**src/rtl/pipe_hazard_pkg.sv**
```systemverilog
// Shared types and helpers for the pipeline hazard controller.
// Holds the tracker entry layout and the youngest-producer search.
package pipe_hazard_pkg;

    // Widest register address and deepest pipeline the shared types can carry.
    localparam int MAX_REG_AW = 8;
    localparam int MAX_STAGES = 6;
    localparam int IDX_W      = 3;

    // Forwarding select value meaning "use the register bank read".
    localparam int FWD_REG = 0;

    // One in-flight instruction as seen by the hazard logic.
    typedef struct packed {
        logic                  valid;
        logic [MAX_REG_AW-1:0] dst;
        logic                  regw;
        logic                  load;
    } trk_entry_t;

    // Result of a producer search: stage number is 1-based (1 = E).
    typedef struct packed {
        logic             hit;
        logic [IDX_W-1:0] idx;
        logic             load;
    } match_t;

    // Find the youngest in-flight producer of src. Unused slots must be
    // zero, so they never match. Scanning oldest to youngest lets the
    // youngest hit overwrite any older one.
    function automatic match_t youngest_match(
        input trk_entry_t [MAX_STAGES-1:0] trk,
        input logic [MAX_REG_AW-1:0]       src,
        input logic                        used
    );
        match_t m;
        m = '0;
        for (int j = MAX_STAGES - 1; j >= 0; j--) begin
            if (used && trk[j].valid && trk[j].regw && (trk[j].dst == src)) begin
                m.hit  = 1'b1;
                m.idx  = IDX_W'(j + 1);
                m.load = trk[j].load;
            end
        end
        return m;
    endfunction

endpackage

```
**src/rtl/pipe_track_entry.sv**
```systemverilog
// One tracker slot: holds an in-flight instruction's destination info
// for a single pipeline stage, with freeze and bubble-insert control.
module pipe_track_entry
    import pipe_hazard_pkg::*;
(
    input  logic       clk,
    input  logic       rst,
    input  logic       hold_i,
    input  logic       bubble_i,
    input  trk_entry_t d_i,
    output trk_entry_t q_o
);

    trk_entry_t entry_q;
    trk_entry_t entry_d;

    // Next slot contents: keep while frozen, otherwise take upstream or a bubble.
    always_comb begin
        entry_d = entry_q;
        if (!hold_i) begin
            entry_d = bubble_i ? '0 : d_i;
        end
    end

    // Slot register with synchronous reset to an empty (invalid) entry.
    // NOTE: clocked state is assigned with <= so every register samples pre-edge values.
    always_ff @(posedge clk) begin
        if (rst) begin
            entry_q <= '0;
        end else begin
            entry_q <= entry_d;
        end
    end

    assign q_o = entry_q;

endmodule

```
**src/rtl/pipe_hazard_ctrl.sv**
```systemverilog
// Pipeline hazard controller: tracks destinations of in-flight instructions
// from E to W and produces stall, flush, hold, issue and registered operand
// forwarding selects for the E stage.
// Optional feature macro: PIPE_HAZARD_FORWARD_EN (enables forwarding; when
// undefined, every unresolved dependency stalls until the producer is in W).
module pipe_hazard_ctrl
    import pipe_hazard_pkg::*;
#(
    parameter int REG_AW = 4,
    parameter int STAGES = 3,
    parameter int FW     = $clog2(STAGES + 1)
) (
    input  logic              clk,
    input  logic              rst,
    input  logic              id_valid,
    input  logic [REG_AW-1:0] id_src_a,
    input  logic [REG_AW-1:0] id_src_b,
    input  logic              id_use_a,
    input  logic              id_use_b,
    input  logic [REG_AW-1:0] id_dst,
    input  logic              id_regw,
    input  logic              id_load,
    input  logic              ex_branch_taken,
    input  logic              mem_wait,
    output logic              stall_f,
    output logic              stall_d,
    output logic              flush_d,
    output logic              flush_e,
    output logic              pipe_hold,
    output logic              issue,
    output logic [FW-1:0]     fwd_a_e,
    output logic [FW-1:0]     fwd_b_e
);

    trk_entry_t                    id_entry;
    trk_entry_t [STAGES:1]         trk_q;
    trk_entry_t [MAX_STAGES-1:0]   trk_all;
    match_t                        match_a;
    match_t                        match_b;
    logic                          stall_a;
    logic                          stall_b;
    logic                          hazard_stall;

    assign id_entry = '{valid: 1'b1, dst: MAX_REG_AW'(id_dst), regw: id_regw, load: id_load};

    // Tracker chain: slot 1 takes decode (or a bubble), later slots shift down.
    for (genvar k = 1; k <= STAGES; k++) begin : g_trk
        if (k == 1) begin : g_head
            pipe_track_entry u_entry (
                .clk      (clk),
                .rst      (rst),
                .hold_i   (pipe_hold),
                .bubble_i (!issue),
                .d_i      (id_entry),
                .q_o      (trk_q[k])
            );
        end else begin : g_tail
            pipe_track_entry u_entry (
                .clk      (clk),
                .rst      (rst),
                .hold_i   (pipe_hold),
                .bubble_i (1'b0),
                .d_i      (trk_q[k-1]),
                .q_o      (trk_q[k])
            );
        end
    end

    // Pad the tracker view to the package's fixed depth; spare slots never match.
    for (genvar k = 0; k < MAX_STAGES; k++) begin : g_all
        if (k < STAGES) begin : g_used
            assign trk_all[k] = trk_q[k+1];
        end else begin : g_spare
            assign trk_all[k] = '0;
        end
    end

    assign match_a = youngest_match(trk_all, MAX_REG_AW'(id_src_a), id_use_a);
    assign match_b = youngest_match(trk_all, MAX_REG_AW'(id_src_b), id_use_b);

`ifdef PIPE_HAZARD_FORWARD_EN
    // Only a load that will not yet be in the last tracked stage cannot be bypassed.
    assign stall_a = match_a.hit && match_a.load && (match_a.idx < IDX_W'(STAGES - 1));
    assign stall_b = match_b.hit && match_b.load && (match_b.idx < IDX_W'(STAGES - 1));
`else
    // Without bypass paths, wait until the producer writes the bank in the last stage.
    assign stall_a = match_a.hit && (match_a.idx < IDX_W'(STAGES));
    assign stall_b = match_b.hit && (match_b.idx < IDX_W'(STAGES));
`endif

    assign hazard_stall = stall_a || stall_b;

    // Pipeline control: memory wait freezes all, then branch squash, then load-use stall.
    // NOTE: every output gets a default first so no path leaves one unassigned (no latch).
    always_comb begin
        stall_f   = 1'b0;
        stall_d   = 1'b0;
        flush_d   = 1'b0;
        flush_e   = 1'b0;
        pipe_hold = 1'b0;
        issue     = 1'b0;
        if (mem_wait) begin
            pipe_hold = 1'b1;
            stall_f   = 1'b1;
            stall_d   = 1'b1;
        end else if (ex_branch_taken) begin
            flush_d = 1'b1;
            flush_e = 1'b1;
        end else if (id_valid && hazard_stall) begin
            // Hold F/D and squash D/E so a bubble enters E behind the producer.
            stall_f = 1'b1;
            stall_d = 1'b1;
            flush_e = 1'b1;
        end else begin
            issue = id_valid;
        end
    end

`ifdef PIPE_HAZARD_FORWARD_EN
    logic [FW-1:0] fwd_a_d;
    logic [FW-1:0] fwd_b_d;
    logic [FW-1:0] fwd_a_q;
    logic [FW-1:0] fwd_b_q;

    // A producer now in stage j sits in stage j+1 once the consumer reaches E;
    // a producer already in the last stage is covered by the write-first bank.
    function automatic logic [FW-1:0] fwd_sel(input match_t m);
        if (m.hit && (m.idx < IDX_W'(STAGES))) begin
            return FW'(m.idx) + FW'(1);
        end
        return FW'(FWD_REG);
    endfunction

    // Next forwarding selects: captured on issue, cleared on a bubble, kept while frozen.
    always_comb begin
        fwd_a_d = fwd_a_q;
        fwd_b_d = fwd_b_q;
        if (!pipe_hold) begin
            fwd_a_d = issue ? fwd_sel(match_a) : FW'(FWD_REG);
            fwd_b_d = issue ? fwd_sel(match_b) : FW'(FWD_REG);
        end
    end

    // Forwarding select registers, valid for the whole cycle the consumer is in E.
    always_ff @(posedge clk) begin
        if (rst) begin
            fwd_a_q <= FW'(FWD_REG);
            fwd_b_q <= FW'(FWD_REG);
        end else begin
            fwd_a_q <= fwd_a_d;
            fwd_b_q <= fwd_b_d;
        end
    end

    assign fwd_a_e = fwd_a_q;
    assign fwd_b_e = fwd_b_q;
`else
    assign fwd_a_e = FW'(FWD_REG);
    assign fwd_b_e = FW'(FWD_REG);
`endif

endmodule

```
**config.mk**
```make
export PLATFORM = sky130hd
export DESIGN_NAME = pipe_hazard_ctrl
export DESIGN_NICKNAME = d
export VERILOG_FILES = /design/src/rtl/pipe_hazard_pkg.sv /design/src/rtl/pipe_track_entry.sv /design/src/rtl/pipe_hazard_ctrl.sv
export SDC_FILE = /design/constraint.sdc
export NUM_CORES = 1
export LEC_CHECK = 0
export CAP_MARGIN = 20
export CORE_MARGIN = 5
export CORE_UTILIZATION = 40
export CTS_CLUSTER_DIAMETER = 120
export DETAILED_ROUTE_END_ITERATION = 12
export PLACE_DENSITY = 0.83
export REMOVE_ABC_BUFFERS = 1
export SYNTH_ARGS = -nofsm -noshare
export SYNTH_HDL_FRONTEND = slang
export SYNTH_SLANG_ARGS = --single-unit
```
**constraint.sdc**
```tcl
create_clock -name clk -period 3 [get_ports clk]
set_clock_uncertainty 0.2 [all_clocks]
set_input_delay 0.6 -clock clk [delete_from_list [all_inputs] [get_ports clk]]
set_output_delay 0.6 -clock clk [all_outputs]
set_load 0.1 [all_outputs]
```
==> flow_summary.json <==
{
  "status": "finished, final reports clean",
  "placed_cell_area_mm2": 0.00112,
  "cts_hold_buf": 0,
  "crit_slowest_cell": "or4_4",
  "drt_iter0_markers": 5,
  "portBuffers": 25,
  "pwr-share-comb_pct": 35.3,
  "fin_ws_ns": 0.0529,
  "final_cells": 134,
  "die_area_mm2": 0.00282,
  "place_worst_setup_slack_ns": -0.288,
  "holdWs_ns": 0.347,
  "fin_crit_ns": 2.95,
  "clk_pin_slew_ns": 0.06,
  "start_util_pct": 42.7,
  "grt_usage_pct": 14.5,
  "overflow": 0,
  "syn_area_per_cell_um2": 9.80,
  "power.switching_w": 0.000130,
  "drc": 0,
  "critPathKind": "in2out",
  "cts.sinks": 12,
  "dp.cells": 131,
  "place_congestion": 0.886,
  "cts_tree": "done",
  "syn_area_um2": 744,
  "ant_nets": 0,
  "yosysTopAreaCell": "dfxtp_1",
  "max_stage_delay_ns": 0.50,
  "synth_cells": 76,
  "rsz0062_at_grt": "false",
  "hold_violations": 0,
  "crit_chain": "dlygate4sd2_1 -> xor2_1 -> or4_4 -> o21ai_4 -> nor2_1 -> o21bai_1 -> buf_4 -> buf_12",
  "switching_share_pct": 32.9,
  "hold_path.class": "reg2reg",
  "synth_top_area_share_pct": 32.3,
  "synthTopCellsByArea": "dfxtp_1 (32%), xnor2_1 (12%), mux2i_1 (8.1%), xor2_1 (7.1%), a32o_1 (6.7%)",
  "drive_above_1_share_pct": 26.6,
  "drv_cap": 0,
  "power_density_mw_per_mm2": 347,
  "power.leakage_nw": 0.470,
  "grt_pass1_vias": 681,
  "cts_setup_buffers": 0,
  "viasPerCell": 5.01,
  "internal_power_w": 0.000264,
  "wl_per_cell_um": 14.0,
  "grt_pass1_wl_um": 2910,
  "clock_path_buffers": 2,
  "ys_seq_area_share_pct": 32.3,
  "numCtsBuffers": 3,
  "fin_nets": 132,
  "dp_hpwl_um": 1590,
  "first_pass_iters": 3,
  "required_ns": 2.20,
  "cp_top_family": "buffers and inverters",
  "yosys_warnings": 0,
  "die_w_um": 53.1,
  "io_pins": 31,
  "seq_power_share_pct": 42.3,
  "worstPathArrival_ns": 2.15,
  "die_y_um": 53.1,
  "finalSetupViolations": 0,
  "power_frac_clock_pct": 22.4,
  "period_share_pct": 98.2,
  "slew_viol_final": 0,
  "clk_latency_ns": 0.25,
  "vias": 671,
  "wirelength_um": 1880,
  "vdd_ir_drop_max_mv": 0.254,
  "critPathLaunchType": "input port",
  "antenna_found_initial": 0,
  "cts-root-buf": "clkbuf_4",
  "worstPathMaxFanout": 3,
  "diodes": 0,
  "core-area_mm2": 0.00175,
  "htreeDepth": 1,
  "synth_cell_types": 24,
  "fill_cells": 141,
  "worstPathBufferInverterCount": 3,
  "utilization_pct": 65.0,
  "stdcell_area_mm2": 0.00113,
  "grt_max_degree": 9,
  "area_growth_pct": 52.4,
  "yosys_register_bits": 12,
  "std_cell_rows": 15,
  "worstSetupEndpointType": "output pin",
  "max_freq_mhz": 339
}
## power by group through the flow
stage	sequential, W	combinational (W)	clock, W
floorplan	0.000169	0.0000710	0
global placement	0.000170	0.000140	0
detailed placement	0.000170	0.000142	0
CTS	0.000166	0.000138	0.0000929
global route	0.000167	0.000145	0.000103
finish	0.000167	0.000139	0.0000882
## final timing paths
kind | slack (ns) | start | depth (start not counted) | end
min reg2reg | 0.35 | g_trk[2].g_tail.u_entry.q_o[10] | 2 | g_trk[2].g_tail.u_entry.q_o[10]
max reg2reg | 0.84 | g_trk[1].g_head.u_entry.q_o[3] | 7 | g_trk[1].g_head.u_entry.q_o[2]
min | 0.35 | g_trk[2].g_tail.u_entry.q_o[10] | 2 | g_trk[2].g_tail.u_entry.q_o[10]
max | 0.05 | id_src_b[3] | 8 | stall_f
## flip-flops by register name, summed over array words and instances, names as in the netlist
| signal | count |
|---|---|
| g_trk.g_tail.u_entry.q_o | 6 |
| g_trk.g_head.u_entry.q_o | 6 |
## worst reg2reg max path: stages (launching register included)
cell,delay (ns)
dfxtp_1,0.43
xnor2_2,0.14
nand4_1,0.11
or4_4,0.56
o21ai_4,0.10
nor4_4,0.08
buf_4,0.18
a32o_1,0.25
## synthesized netlist by cell type
cell	count
mux2i_1	6
nand3_2	1
buf_1	1
xor2_1	6
nor2_1	8
or4_4	2
dfxtp_1	12
buf_4	6
o21ai_1	1
o21ai_4	2
nand4_1	4
a21oi_1	1
clkbuf_2	1
inv_1	2
nor4_4	1
o21bai_1	1
o21a_1	1
nand2_1	1
a32o_1	5
conb_1	1
nand3_1	1
and2b_1	1
and2_1	1
xnor2_1	10
## layout by cell type, fill, tap and decap left out, types with 2 or more instances in the layout
cell / count
dlygate4sd2_1: 6
dfxtp_1: 12
nor2_1: 8
mux2i_1: 6
clkdlybuf4s15_1: 2
or4_4: 2
xor2_1: 6
clkbuf_4: 3
buf_4: 10
buf_12: 6
conb_1: 4
nand4_1: 4
o21ai_4: 2
a32o_1: 5
inv_1: 2
xnor2_1: 9
clkdlybuf4s50_1: 9
## per-layer routing
layer	vias up	global-route usage, %	routed length, um
met3	2	2.25	111
met1	313	14.8	800
met5	-	0	0
met4	0	8.94	21
met2	25	27.1	946
li1	331	-	-
## metrics by stage
step	total power [W]	TNS [ns]
floorplan	0.000240	-4.71
global placement	0.000310	-0.670
detailed placement	0.000312	-0.782
CTS	0.000398	0
global route	0.000415	0
finish	0.000394	0
## cells by family (layout without fill, tap and decap cells)
kind of cell / count (synthesis) / after routing / synth area share [%]
compound gates: 11 / 11 / 14.5
xor+xnor: 16 / 16 / 18.8
buf+inv: 10 / 40 / 8.23
flops: 12 / 12 / 32.3
mux: 6 / 6 / 8.07
other cells: 1 / 4 / 0.504
simple gates: 20 / 20 / 17.6
## area by class of cell
cell class / instances / area, um2 / area share, %
Clock buffer: 3 / 22.5 / 1.98
Sequential cell: 12 / 240 / 21.2
Timing Repair Buffer: 35 / 368 / 32.4
Inverter: 2 / 7.51 / 0.662
Tap cell: 25 / 31.3 / 2.76
Multi-Input combinational cell: 57 / 465 / 41.0
## timing repair
action | 4_1_cts | 5_1_grt
resized for setup | 14 | 5
endpoints found under the setup margin | 3 | 3
pin swaps | 4 | 9
No activity file was read; power rests on OpenSTA's default activity.
